[src/rtl/apb4_slave_regbank.sv]
// APB4 completer register bank: byte-strobed RW registers, hardware-fed
// read-only registers, configurable wait states, relocatable base address,
// and PSLVERR for misaligned, out-of-range and read-only-write accesses.

// One RW register word with per-byte write enables.
module apb4_regbank_word #(
    parameter int DATA_WIDTH = 32
) (
    input  logic                    PCLK,
    input  logic                    PRESETn,
    input  logic                    we,
    input  logic [DATA_WIDTH/8-1:0] strb,
    input  logic [DATA_WIDTH-1:0]   wdata,
    output logic [DATA_WIDTH-1:0]   q
);
    // Update only the byte lanes whose strobe is set.
    always_ff @(posedge PCLK or negedge PRESETn) begin
        if (!PRESETn) begin
            q <= '0;
        end else if (we) begin
            for (int b = 0; b < DATA_WIDTH/8; b++)
                if (strb[b]) q[b*8 +: 8] <= wdata[b*8 +: 8];
        end
    end
endmodule

module apb4_slave_regbank #(
    parameter int                      DATA_WIDTH  = 32,
    parameter int                      ADDR_WIDTH  = 32,
    parameter int                      REG_COUNT   = 8,
    parameter int                      WAIT_STATES = 0,
    parameter logic [ADDR_WIDTH-1:0]   BASE_ADDR   = '0,
    parameter logic [REG_COUNT-1:0]    RO_MASK     = '0
) (
    input  logic                             PCLK,
    input  logic                             PRESETn,
    input  logic [ADDR_WIDTH-1:0]            PADDR,
    input  logic                             PSEL,
    input  logic                             PENABLE,
    input  logic                             PWRITE,
    input  logic [DATA_WIDTH-1:0]            PWDATA,
    input  logic [DATA_WIDTH/8-1:0]          PSTRB,
    output logic [DATA_WIDTH-1:0]            PRDATA,
    output logic                             PREADY,
    output logic                             PSLVERR,
    input  logic [REG_COUNT*DATA_WIDTH-1:0]  hw_status,
    output logic [REG_COUNT*DATA_WIDTH-1:0]  reg_out,
    output logic [REG_COUNT-1:0]             wr_pulse
);
    localparam int NB = DATA_WIDTH/8;
    localparam int AL = $clog2(NB);
    localparam int IW = $clog2(REG_COUNT);
    localparam logic [ADDR_WIDTH:0] SPAN  = (ADDR_WIDTH+1)'(REG_COUNT*NB);
    localparam logic [3:0]          WLAST = 4'(WAIT_STATES);

    typedef enum logic {IDLE, ACCESS} state_t;
    state_t     state, state_nxt;
    logic [3:0] wcnt, wcnt_nxt;

    logic [ADDR_WIDTH-1:0]                off;
    logic [IW-1:0]                        idx;
    logic                                 misalign, in_range, ro_hit, err;
    logic                                 complete, commit;
    logic [REG_COUNT-1:0]                 sel;
    logic [REG_COUNT-1:0][DATA_WIDTH-1:0] q;
    logic [DATA_WIDTH-1:0]                rd_word;

    // Decode: offset wraps modulo 2^ADDR_WIDTH, so addresses below the base
    // land far out of range and error out through the same comparison.
    assign off      = PADDR - BASE_ADDR;
    assign idx      = off[AL +: IW];
    assign misalign = |off[AL-1:0];
    assign in_range = {1'b0, off} < SPAN;
    assign ro_hit   = |(sel & RO_MASK);
    assign err      = misalign | ~in_range | (PWRITE & ro_hit);
    assign complete = (state == ACCESS) && PSEL && (wcnt == WLAST);
    assign commit   = complete & PWRITE & ~err;

    assign PREADY   = complete;
    assign PSLVERR  = complete & err;
    assign PRDATA   = (complete & ~err & ~PWRITE) ? rd_word : '0;
    assign reg_out  = q;

    // One-hot register select and read mux (RO slots return hw_status).
    always_comb begin
        sel     = '0;
        rd_word = '0;
        for (int i = 0; i < REG_COUNT; i++) begin
            sel[i] = in_range && (idx == IW'(i));
            if (sel[i])
                rd_word = RO_MASK[i] ? hw_status[i*DATA_WIDTH +: DATA_WIDTH] : q[i];
        end
    end

    // hw_status slices behind RW registers are intentionally ignored.
    logic unused_ok;
    assign unused_ok = ^hw_status;

    for (genvar i = 0; i < REG_COUNT; i++) begin : g_reg
        if (RO_MASK[i]) begin : g_ro
            assign q[i] = '0;
        end else begin : g_rw
            apb4_regbank_word #(.DATA_WIDTH(DATA_WIDTH)) u_word (
                .PCLK    (PCLK),
                .PRESETn (PRESETn),
                .we      (commit & sel[i]),
                .strb    (PSTRB),
                .wdata   (PWDATA),
                .q       (q[i])
            );
        end
    end

    // State, wait counter and the registered per-register write pulse.
    always_ff @(posedge PCLK or negedge PRESETn) begin
        if (!PRESETn) begin
            state    <= IDLE;
            wcnt     <= '0;
            wr_pulse <= '0;
        end else begin
            state    <= state_nxt;
            wcnt     <= wcnt_nxt;
            wr_pulse <= commit ? sel : '0;
        end
    end

    // Next state: setup -> ACCESS, count wait states, abort on PSEL drop.
    always_comb begin
        state_nxt = state;
        wcnt_nxt  = wcnt;
        case (state)
            IDLE: begin
                if (PSEL && !PENABLE) begin
                    state_nxt = ACCESS;
                    wcnt_nxt  = '0;
                end
            end
            ACCESS: begin
                if (!PSEL)              state_nxt = IDLE;
                else if (wcnt < WLAST)  wcnt_nxt  = wcnt + 4'd1;
                else                    state_nxt = IDLE;
            end
            default: state_nxt = IDLE;
        endcase
    end
endmodule

[config.mk]
export PLATFORM = sky130hd
export DESIGN_NAME = apb4_slave_regbank
export DESIGN_NICKNAME = d
export VERILOG_FILES = /design/src/rtl/apb4_slave_regbank.sv
export SDC_FILE = /design/constraint.sdc
export NUM_CORES = 1
export LEC_CHECK = 0
export ABC_CLOCK_PERIOD_IN_PS = 3000
export BUFFER_PORTS_ARGS = -buffer_cell sky130_fd_sc_hd__buf_4
export CAP_MARGIN = 40
export CELL_PAD_IN_SITES_DETAIL_PLACEMENT = 1
export CELL_PAD_IN_SITES_GLOBAL_PLACEMENT = 1
export CORE_AREA = 2 2 247 249
export DETAILED_ROUTE_END_ITERATION = 10
export DIE_AREA = 0 0 249 251
export GPL_TIMING_DRIVEN = 0
export PLACE_DENSITY = 0.6
export SETUP_SLACK_MARGIN = 0.5
export SYNTH_ARGS = -nofsm -noshare
export SYNTH_HDL_FRONTEND = slang
export SYNTH_HIERARCHICAL = 1
export SYNTH_SLANG_ARGS = --single-unit
[constraint.sdc]
create_clock -name PCLK -period 3 [get_ports PCLK]
set_clock_uncertainty 0.15 [all_clocks]
set_input_delay 0.3 -clock PCLK [delete_from_list [all_inputs] [get_ports PCLK]]
set_output_delay 0.3 -clock PCLK [all_outputs]
set_load 0.05 [all_outputs]
==> results by stage <==
Pwr:
- In this run the power density over the cells is about 450 mW/mm2.
- The leakage power is 0.00933 uW.
- The maximum vdd ir drop is 0.330 mV.

Finish:
- The number of nets in the finished design is 1,738.
- In the layout the commonest cells are sky130_fd_sc_hd__buf_4 (365), sky130_fd_sc_hd__dfrtp_1 (265), sky130_fd_sc_hd__mux2_2 (256), sky130_fd_sc_hd__mux2i_1 (87), sky130_fd_sc_hd__o21ai_0 (62).
- Cells fill 30.8% of the core in the end.
- The cell area after layout is 0.0184 mm2.
- The sequential cell area in the final layout is 0.00663 mm2.
- The multi-input combinational cells in the finished layout cover a total of 0.00579 mm2.
- The leading cell type in the layout, fill and taps excluded is sky130_fd_sc_hd__buf_4.
- Counting the fill cells in the layout gives 6,521.
- Relative to the synthesized area, the layout overhead comes to 50.7%.
- The proportion of layout cells with a drive suffix above 1 is 57.7%.

Setup path:
- The signal on the critical path passes through and2_4, nand2_8, or4_4, buf_12, buf_16, nor3_4, buf_6.
- The cell with the largest stage delay on the worst path is sky130_fd_sc_hd__or4_4.
- The endpoint arrival time on the critical path is 2.30 ns.
- The critical path in this run is classified as reg2out.
- The maximum fanout count along the critical path is 6.
- The delay contributed by the slowest stage of the critical path is 0.44 ns.
- The data required time of the critical path is roughly 2.6 ns.
- The worst setup path is launched from a flip-flop.
- The kind of cell with the highest combined delay along the critical path is simple AND/OR/NAND/NOR gates.
- The worst setup path is captured at a primary output.
- The number of buffer and inverter instances along the worst setup path is 3.

Global routing:
- The all-layer global routing usage is 17.9%.
- The final global-route overflow total is 0.
- The initial antenna violation count is 3.
- The first global-routing pass estimated 80.6 mm of wire.
- The via count of the first global-routing pass is 11.1k.
- Entering global routing, the biggest net connects 96 pins.

STA:
- The smallest clock period supported by the final layout is computed as approximately 2.7 ns.
- Setup repair after global routing could not meet its margin everywhere.
- The hold violation total from the final report was 0.
- In this run the tightest slew margin relative to its limit is 50.9%.
- The final-report max-slew violation count came to 0.
- The highest clock rate is between 300 and 400 MHz.
- The actual slew at the worst max-slew pin is about 0.74 ns.
- Dividing the final minimum period by the clock period gives about 92%.
- The number of setup violations in the final report is 0.

Min path:
- The class of the worst hold path is in2reg.

Die:
- The core region is ~0.060 mm2.
- The number of rows created at floorplan is 90.
- Measured along the x axis, the die boundary spans 249 um.
- The die covers 0.0625 mm2.
- The die is 251 um tall.
- For this configuration, the core starts out at a cell density of around a fifth.
- Pin placement for this block handled 627 I/O pins.

Drt:
- The routed layout has 9,922 vias.
- The post-detailed-route via-to-cell ratio is 4.48.
- After the first detailed-routing iteration, the DRC count stood at 402.
- The first detailed-routing pass took 4 iterations.
- The DRC violation count after routing is 0.
- Dividing the detail-routed wire length by the instance count gives 25.4 um.
- The total wire length after detailed routing is between 50 and 60 mm.
- The detail route stage leaves a number of antenna-violating nets equal to 0.

Clock tree:
- The TritonCTS buffer count is 34.
- At the later pin of the worst-skew pair, clock insertion delay measures 0.54 ns.
- The clock tree synthesis step divided the H-tree into 2 levels.
- TritonCTS built the clock tree.
- The cell chosen for the clock root is sky130_fd_sc_hd__clkbuf_16.
- The count of clock tree sinks is 265.
- The buffer levels on the longest clock path is 3.
- The clock transition at the registers of the reported paths is 0.06 ns.

Synth:
- The share of the Yosys chip area taken by registers is 54.2%.
- The share of synthesized flip-flops with an asynchronous set or reset is 100%.
- Counting every net in the synthesized netlist gives 1,262.
- The count of cell types in the netlist is 30.
- The post-synthesis register bit count is 265.
- Among all flip-flop cells after synthesis, the most frequent one is sky130_fd_sc_hd__dfrtp_1.
- Yosys printed 6 warnings.
- In this run the cell area of the synthesized design comes to between 0.01 and 0.015 mm2.
- The instance count of the mapped netlist is 933.
- A synthesized cell averages 13.1 um2.
- Yosys mapped a number of flops with a built-in enable equal to 0.

Placed design:
- After detailed placement, the total cell area comes to 0.0164 mm2.
- The estimated wirelength of the detail-placed design is between 40 and 50 mm.
- The final estimated routing congestion in global placement is 0.776.
- In this run the tool buffered the top-level ports with between 300 and 400 buffer cells.

Run:
- The tool flagged a number of max-cap violations equal to 0.

Outcome:
- The run finished with clean final reports.
-- tightest hold or removal path, cell delays in order --
cell	delay (ns)
sky130_fd_sc_hd__buf_4	0.14
sky130_fd_sc_hd__inv_1	0.11
sky130_fd_sc_hd__nor4_4	0.06
sky130_fd_sc_hd__buf_4	0.16
-- power breakdown --
group | switching [uW] | total, uW | leakage, uW | internal, uW
sequential | 0.353 | 3580 | 0.00370 | 3580
combinational | 377 | 573 | 0.00508 | 196
clock | 1620 | 4190 | 0.000550 | 2570
-- routing by layer --
layer / track usage, % / vias to the layer above / routed length (um)
li1: - / 4368 / -
met1: 23.7 / 5136 / 25700
met2: 28.5 / 344 / 25500
met3: 5.45 / 70 / 4050
met4: 4.26 / 4 / 1050
met5: 0 / - / 30
-- path summary, 6_finish.rpt --
kind | from | endpoint | slack, ns | cells past startpoint
setup reg to reg | state | g_reg[6].g_rw.u_word/q[24] | 0.59 | 7
min in group asynchronous | PRESETn | g_reg[6].g_rw.u_word/q[11] | 0.20 | 2
hold / removal | PWRITE | wr_pulse[7] | 0.13 | 4
setup / recovery | state | PRDATA[10] | 0.25 | 7
hold reg to reg | g_reg[0].g_rw.u_word/q[4] | g_reg[0].g_rw.u_word/q[4] | 0.38 | 1
max in group asynchronous | PRESETn | g_reg[0].g_rw.u_word/q[27] | 1.45 | 3
-- cell type report --
type                    count  share of cell area [%]
inverters                   1                  0.0204
repair buffers            440                    19.8
diodes                      1                  0.0136
flip-flops and latches    265                    36.0
plain buffers              40                    1.44
clock inverters            13                    1.13
clock buffers              45                    4.95
well taps                 782                    5.31
multi-input cells         627                    31.4
-- kinds of logic (layout without fill, tap and decap cells) --
family / after synthesis / count (layout) / synth area share (%)
buffers and inverters: 41 / 539 / 1.55
muxes: 345 / 345 / 31.1
other: 0 / 1 / 0
and+or+nand+nor: 164 / 164 / 7.84
AOI/OAI and AO/OA: 118 / 118 / 5.32
DFF: 265 / 265 / 54.2
-- through the flow --
step | setup TNS, ns | hold slack [ns] | setup slack [ns] | power, uW | std cells
6_report | 0 | 0.130 | 0.251 | 8340 | 2214
5_1_grt | 0 | 0.126 | 0.150 | 8680 | 2213
4_1_cts | 0 | 0.0979 | 0.209 | 8500 | 2211
3_5_place_dp | -140.88 | 0.194 | -0.897 | 4170 | 2102
3_3_place_gp | -545.31 | 0.280 | -1.60 | 4130 | 2083
2_1_floorplan | 0 | -0.146 | 0.377 | 3810 | 933
-- registers in the layout, summed over array words and instances (netlist names) --
name,cells
g.g_rw.u_word/q,256
wr_pulse,8
state,1
-- synthesized netlist by cell type, types with 7 or more instances --
master | number | area (um2)
sky130_fd_sc_hd__nor3_2 | 22 | 220
sky130_fd_sc_hd__nor2_1 | 49 | 184
sky130_fd_sc_hd__nor4_1 | 13 | 81.3
sky130_fd_sc_hd__a41oi_1 | 7 | 61.3
sky130_fd_sc_hd__a21oi_1 | 24 | 120
sky130_fd_sc_hd__nor2b_1 | 14 | 87.6
sky130_fd_sc_hd__or3_1 | 9 | 56.3
sky130_fd_sc_hd__o21ai_0 | 62 | 310
sky130_fd_sc_hd__nand2_1 | 12 | 45.0
sky130_fd_sc_hd__o22ai_1 | 24 | 150
sky130_fd_sc_hd__clkbuf_1 | 25 | 93.8
sky130_fd_sc_hd__nand2_2 | 32 | 200
sky130_fd_sc_hd__mux2i_1 | 87 | 871
sky130_fd_sc_hd__buf_2 | 10 | 50.1
sky130_fd_sc_hd__dfrtp_1 | 265 | 6630
sky130_fd_sc_hd__mux2_2 | 256 | 2880
-- timing repair --
item / 4_1_cts / 5_1_grt
pin swaps: 16 / 5
resized for setup: 95 / 8
gates cloned: 1 / 0
setup buffers: 15 / 2
endpoints found under the hold margin: 338 / 0
endpoints found under the setup margin: 291 / 84
hold buffers: 35 / 0
Note: power is estimated with default switching activity, not from simulation.
